`config.mk`:
```
export PLATFORM = sky130hd
export DESIGN_NAME = recorder_iq_packer
export DESIGN_NICKNAME = d
export VERILOG_FILES = /design/src/rtl/recorder_iq_packer.sv
export SDC_FILE = /design/constraint.sdc
export NUM_CORES = 1
export LEC_CHECK = 0
export BUFFER_PORTS_ARGS = -buffer_cell sky130_fd_sc_hd__buf_2
export CAP_MARGIN = 10
export CORE_AREA = 2 2 180 182
export CTS_BUF_LIST = sky130_fd_sc_hd__clkbuf_8
export CTS_CLUSTER_DIAMETER = 60
export CTS_CLUSTER_SIZE = 16
export DETAILED_ROUTE_END_ITERATION = 12
export DIE_AREA = 0 0 182 184
export SYNTH_ARGS = -nofsm -noshare
export SYNTH_HDL_FRONTEND = slang
export SYNTH_SLANG_ARGS = --single-unit
```
`constraint.sdc`:
```
create_clock -name clk -period 8.8 [get_ports clk]
set_input_delay 0.44 -clock clk [delete_from_list [all_inputs] [get_ports clk]]
set_output_delay 0.44 -clock clk [all_outputs]
set_load 0.02 [all_outputs]
```
`src/rtl/recorder_iq_packer.sv`:
```
// recorder_iq_packer
//   Packs baseband IQ samples into 64-bit little-endian words for the
//   recorder write path (feeds the sample FIFO / AXI writer).
//   Formats: 16-, 12- or 8-bit components. Each sample field is {im,re}
//   with re in the LSBs. Fields are streamed into an 88-bit accumulator
//   and a word is emitted whenever 64 bits are available.
//
//   Optional build macro: IQ_PACKER_ROUND_EN
//     undefined : modes 1/2 truncate; word appears one cycle after the
//                 completing strobe.
//     defined   : modes 1/2 round half-up with saturation; one extra
//                 register stage on the reduction path (2-cycle latency).
//
// Ports
//   clk, rst         clock; synchronous active-high reset
//   enable           packing active; rising edge starts a recording
//   mode[1:0]        0=16b, 1=12b, 2=8b, 3=as 0 (latched on enable rise)
//   re_in, im_in     16-bit two's complement components
//   strobe_in        re_in/im_in valid this cycle
//   out_data[63:0]   packed word, held while out_valid && !out_ready
//   out_valid        out_data valid
//   out_ready        downstream accept
//   dropped_samples  sticky: a completed word was discarded
//   word_count[31:0] words loaded since last enable rise (wraps)

module recorder_iq_packer (
    input  logic        clk,
    input  logic        rst,
    input  logic        enable,
    input  logic [1:0]  mode,
    input  logic [15:0] re_in,
    input  logic [15:0] im_in,
    input  logic        strobe_in,
    output logic [63:0] out_data,
    output logic        out_valid,
    input  logic        out_ready,
    output logic        dropped_samples,
    output logic [31:0] word_count
);

    logic        enable_q;
    logic [1:0]  mode_q;
    logic        rise;
    logic [1:0]  eff_mode;
    logic [11:0] re12, im12;
    logic [7:0]  re8, im8;
    logic [31:0] field;
    logic [6:0]  width;

    logic [87:0] acc;
    logic [6:0]  fill;
    logic [87:0] base_acc, sum_acc;
    logic [6:0]  base_fill, sum_fill;
    logic        complete;

    // Signals seen by the accumulator stage
    logic        pk_en, pk_rise, pk_vld;
    logic [31:0] pk_field;
    logic [6:0]  pk_width;

    assign rise = enable && !enable_q;
    // On the rise cycle mode_q is not yet loaded, so use the live mode.
    assign eff_mode = rise ? mode : mode_q;

    always_ff @(posedge clk) begin
        if (rst) begin
            enable_q <= 1'b0;
            mode_q   <= 2'd0;
        end else begin
            enable_q <= enable;
            if (rise)
                mode_q <= mode;
        end
    end

`ifdef IQ_PACKER_ROUND_EN
    // Round half-up, saturating at the positive rail (adding a positive
    // constant can only overflow upward).
    function automatic logic [11:0] rnd12(input logic [15:0] x);
        logic [16:0] s;
        s = {x[15], x} + 17'd8;
        rnd12 = (s[16] != s[15]) ? 12'h7FF : s[15:4];
    endfunction

    function automatic logic [7:0] rnd8(input logic [15:0] x);
        logic [16:0] s;
        s = {x[15], x} + 17'd128;
        rnd8 = (s[16] != s[15]) ? 8'h7F : s[15:8];
    endfunction

    assign re12 = rnd12(re_in);
    assign im12 = rnd12(im_in);
    assign re8  = rnd8(re_in);
    assign im8  = rnd8(im_in);
`else
    assign re12 = re_in[15:4];
    assign im12 = im_in[15:4];
    assign re8  = re_in[15:8];
    assign im8  = im_in[15:8];
`endif

    always_comb begin
        field = {im_in, re_in};
        width = 7'd32;
        case (eff_mode)
            2'd1: begin
                field = {8'd0, im12, re12};
                width = 7'd24;
            end
            2'd2: begin
                field = {16'd0, im8, re8};
                width = 7'd16;
            end
            default: ;
        endcase
    end

`ifdef IQ_PACKER_ROUND_EN
    // Extra stage: enable/rise travel with the field so the accumulator
    // sees a consistent, one-cycle-delayed view of the input.
    always_ff @(posedge clk) begin
        if (rst) begin
            pk_en    <= 1'b0;
            pk_rise  <= 1'b0;
            pk_vld   <= 1'b0;
            pk_field <= '0;
            pk_width <= '0;
        end else begin
            pk_en    <= enable;
            pk_rise  <= rise;
            pk_vld   <= strobe_in && enable;
            pk_field <= field;
            pk_width <= width;
        end
    end
`else
    assign pk_en    = enable;
    assign pk_rise  = rise;
    assign pk_vld   = strobe_in && enable;
    assign pk_field = field;
    assign pk_width = width;
`endif

    // Fill never exceeds 80 (worst case 56+24 in 12-bit mode), so the
    // 88-bit accumulator cannot overflow.
    always_comb begin
        base_acc  = pk_rise ? 88'd0 : acc;
        base_fill = pk_rise ? 7'd0  : fill;
        sum_acc   = base_acc | ({56'd0, pk_field} << base_fill);
        sum_fill  = base_fill + pk_width;
        complete  = pk_vld && (sum_fill >= 7'd64);
    end

    always_ff @(posedge clk) begin
        if (rst) begin
            acc             <= '0;
            fill            <= '0;
            out_data        <= '0;
            out_valid       <= 1'b0;
            dropped_samples <= 1'b0;
            word_count      <= '0;
        end else begin
            if (!pk_en) begin
                // Partial word is discarded, never flushed.
                acc  <= '0;
                fill <= '0;
            end else if (pk_vld) begin
                if (complete) begin
                    acc  <= sum_acc >> 64;
                    fill <= sum_fill - 7'd64;
                end else begin
                    acc  <= sum_acc;
                    fill <= sum_fill;
                end
            end else if (pk_rise) begin
                acc  <= '0;
                fill <= '0;
            end

            if (pk_rise) begin
                dropped_samples <= 1'b0;
                word_count      <= '0;
            end

            // A word can complete on the same cycle the held word is
            // accepted; that is a load, not a drop.
            if (complete && (!out_valid || out_ready)) begin
                out_data   <= sum_acc[63:0];
                out_valid  <= 1'b1;
                word_count <= word_count + 32'd1;
            end else begin
                if (complete)
                    dropped_samples <= 1'b1;
                if (out_valid && out_ready)
                    out_valid <= 1'b0;
            end
        end
    end

endmodule
```
==> flow_summary_export.csv <==
group,metric,value,unit
status,status,"finished clean",
floorplanning,fp.coreArea,31400,um^2
cts,clk_latency,0.52,ns
worst_setup_path,startpoint_type,"flop",
floorplanning,die-area,33500,um^2
cts,cts-root-buf,"clkbuf_8",
cts,htreeDepth,4,
detailed_routing,wl_per_cell,25.4,um
power_and_ir_drop,p_leak,4.94,nW
cts,cts_resized,0,
power_and_ir_drop,p_sw_frac,0.375,
yosys,synthTopCellsByArea,"dfxtp_1 (31%), nand2_1 (5.8%), nor2_1 (5.5%)",
cts,postCtsSetupBuffers,0,
sta,tightest_slew,1.38,ns
sta,worst_hold_slack,0.248,ns
yosys,synth_common_cells,"dfxtp_1 (196), nand2_1 (195), nor2_1 (184), a21oi_1 (122), nor3_1 (88)",
floorplanning,io_pins,137,
yosys,synth_fp_nets,1701,
floorplanning,die_x,182,um
power_and_ir_drop,powerDensity,146,nW/um^2
yosys,syn-cell-area,12500,um^2
finish,drive_gt1_frac,0.146,
floorplanning,row_count,65,
global_routing,grt_pass1_wl,81000,um
job,maxCapViolations,0,
global_routing,grt-ovfl-total,0,
yosys,synth-edff-count,0,
placement,portBuffers,136,
finish,antennaDiodeCount,0,
worst_setup_path,rrSetupSlack,3.29,ns
global_routing,grt_pass1_vias,12800,
yosys,synthDistinctLibCells,82,
power_and_ir_drop,clockPowerShare,0.294,
sta,hold_violations,0,
sta,fin_skew,0.0286,ns
worst_setup_path,cp_max_fo,64,
sta,rsz0062_at_grt,"no",
sta,clock.fmax,182,MHz
placement,hpwl,37800,um
yosys,ys_ff_latch,196,
worst_setup_path,required,9.16,ns
power_and_ir_drop,intPower,0.00125,W
cts,cts_buffers,17,
worst_hold_path,holdPathEnd,"mode_q[0]",
cts,cts_max_path_buffers,2,
sta,timing.final.crit_share,0.626,
placement,gp_congestion,1.01,
yosys,synth_top_area_cell,"dfxtp_1",
worst_setup_path,reg2reg_from,"enable_q",
cts,ctsHoldBuffers,0,
cts,tritoncts,"built",
worst_setup_path,crit_type,"flop to flop",
yosys,async_reset_ff_frac,0,
worst_hold_path,holdCritPathClass,"input port to flop",
detailed_routing,first_pass_iters,6,
finish,final_util,0.435,
sta,slew_headroom,0.0795,
yosys,yosysWarnings,0,
floorplanning,die_h,184,um
power_and_ir_drop,p_seq_frac,0.454,
cts,clkTransAtPathRegs,0.13,ns
sta,maxSlewViolCount,0,
finish,syn_to_final_growth,9.15,%
floorplanning,initial_utilization,0.399,
finish,nNetsFinal,1745,
detailed_routing,ant_nets,0,
detailed_routing,wl,53700,um
worst_setup_path,end_kind,"flop",
worst_setup_path,rr_worst_depth,16,
global_routing,grt_max_degree,96,
global_routing,antenna_found_initial,1,
yosys,synth_ff_type,"dfxtp_1",
detailed_routing,vias_per_cell,6.75,
sta,layout_min_cycle_time,5.51,ns
detailed_routing,drc,0,
yosys,synth-seq-area-share,0.313,
power_and_ir_drop,peakVddDrop,0.100,mV
yosys,synth_top_area_frac,0.313,
power_and_ir_drop,power.total,0.00200,W
yosys,yosysMostFrequentCell,"dfxtp_1",
sta,finalSetupViolations,0,
detailed_routing,vias,14300,
worst_setup_path,arrival,5.86,ns
yosys,avgSynthCellArea,7.56,um^2
yosys,synth_cells,1655,
worst_hold_path,min_path_cells,3,
global_routing,grtUsageTotal,0.314,
sta,setup_tns,0,ns
cts,clock_sinks,196,
worst_setup_path,r2r-end,"word_count[6]",
power_and_ir_drop,p_comb_frac,0.252,
detailed_routing,drtIter0Drc,2014,
power_and_ir_drop,p_switching,0.000750,W
worst_hold_path,min_from,"mode[0]",
## critical path: stages, from the launching register on
cell and delay [ns]:
dfxtp_1 0.39, nor2b_4 0.16, mux2i_1 0.32, inv_1 0.08, ha_1 0.28, buf_4 0.45
inv_1 0.33, ha_1 0.37, a21o_1 0.18, a21oi_1 0.37, xor2_1 0.31, nand2_1 0.36
nor2_4 0.87, buf_12 0.34, nor2_1 0.16, o21ai_0 0.23, a21oi_1 0.09
## power by group through the flow
stage          logic (W)  registers [W]  clock network (W)
3_5_place_dp    0.000482       0.000927                  0
3_3_place_gp    0.000480       0.000927                  0
2_1_floorplan   0.000317       0.000929                  0
6_report        0.000504       0.000907           0.000588
5_1_grt         0.000530       0.000908           0.000622
4_1_cts         0.000483       0.000906           0.000590
## worst max-delay path by stage
stage                     startpoint            end  slack (ns)  cells past startpoint
after global routing        enable_q  word_count[3]        2.82                     16
after floorplan               enable  word_count[0]        4.11                     20
after CTS                   enable_q  word_count[6]        3.37                     16
final                       enable_q  word_count[6]        3.29                     16
after detailed placement      enable  word_count[6]        3.13                     17
after global placement        enable  word_count[3]        3.37                     17
## sequential cells by signal, summed over array words and instances (netlist names)
register / count
acc: 88
dropped_samples: 1
enable_q: 1
fill: 7
mode_q: 2
out_data: 64
out_valid: 1
word_count: 32
## layout by cell type (no fill, tap or decap), types with 7 or more instances in the layout
master	n
nand2_1	195
a32oi_1	12
mux2i_1	32
a221o_1	7
or3_1	14
inv_1	20
a211oi_1	73
o21ai_0	75
o31ai_1	10
and2_1	17
or2_2	14
a311oi_1	17
a21oi_1	122
dfxtp_1	196
buf_4	24
nor2_1	182
mux4_2	7
nand3_1	59
nand4_1	11
a221oi_1	68
and3_1	12
clkbuf_8	19
nor3_1	88
nor4_1	23
nor2b_1	18
a22oi_1	20
a31oi_1	26
nand3b_1	17
buf_2	135
o211ai_1	47
o22ai_1	23
## final cells by class
type	count	area [um^2]
multi-input cells	1301	7910
well taps	402	503
flip-flops and latches	196	3920
clock buffers	19	262
clock inverters	13	100
fillers	3268	17700
repair buffers	161	881
inverters	22	82.6
## through the flow
step / std cells / cell area, um^2 / setup WS (ns)
floorplan: 1655 / 12500 / 4.11
global placement: 2081 / 13300 / 3.37
detailed placement: 2081 / 13300 / 3.13
CTS: 2113 / 13700 / 3.37
global route: 2114 / 13700 / 2.82
finish: 2114 / 13700 / 3.29
## layer usage
layer	vias to the layer above	wire length, um	global-route usage	part of all wire
met5	-	90	0.0163	0.0017
met4	4	2270	0.132	0.042
met3	145	5760	0.0709	0.11
met2	921	22700	0.469	0.42
met1	6797	22900	0.435	0.43
li1	6409	-	-	-
## cells by family (layout without fill, tap and decap cells)
logic type,Yosys count,after routing,share of synthesized area
AND/OR/NAND/NOR,669,669,0.249
AO/OA/AOI/OAI,574,574,0.324
flip-flops,196,196,0.313
buffers and inverters,158,215,0.0578
multiplexers,47,47,0.0462
adder cells (fa/ha/maj),7,7,0.00760
XOR/XNOR,4,4,0.00280
Power figures use the tool's default switching activity.
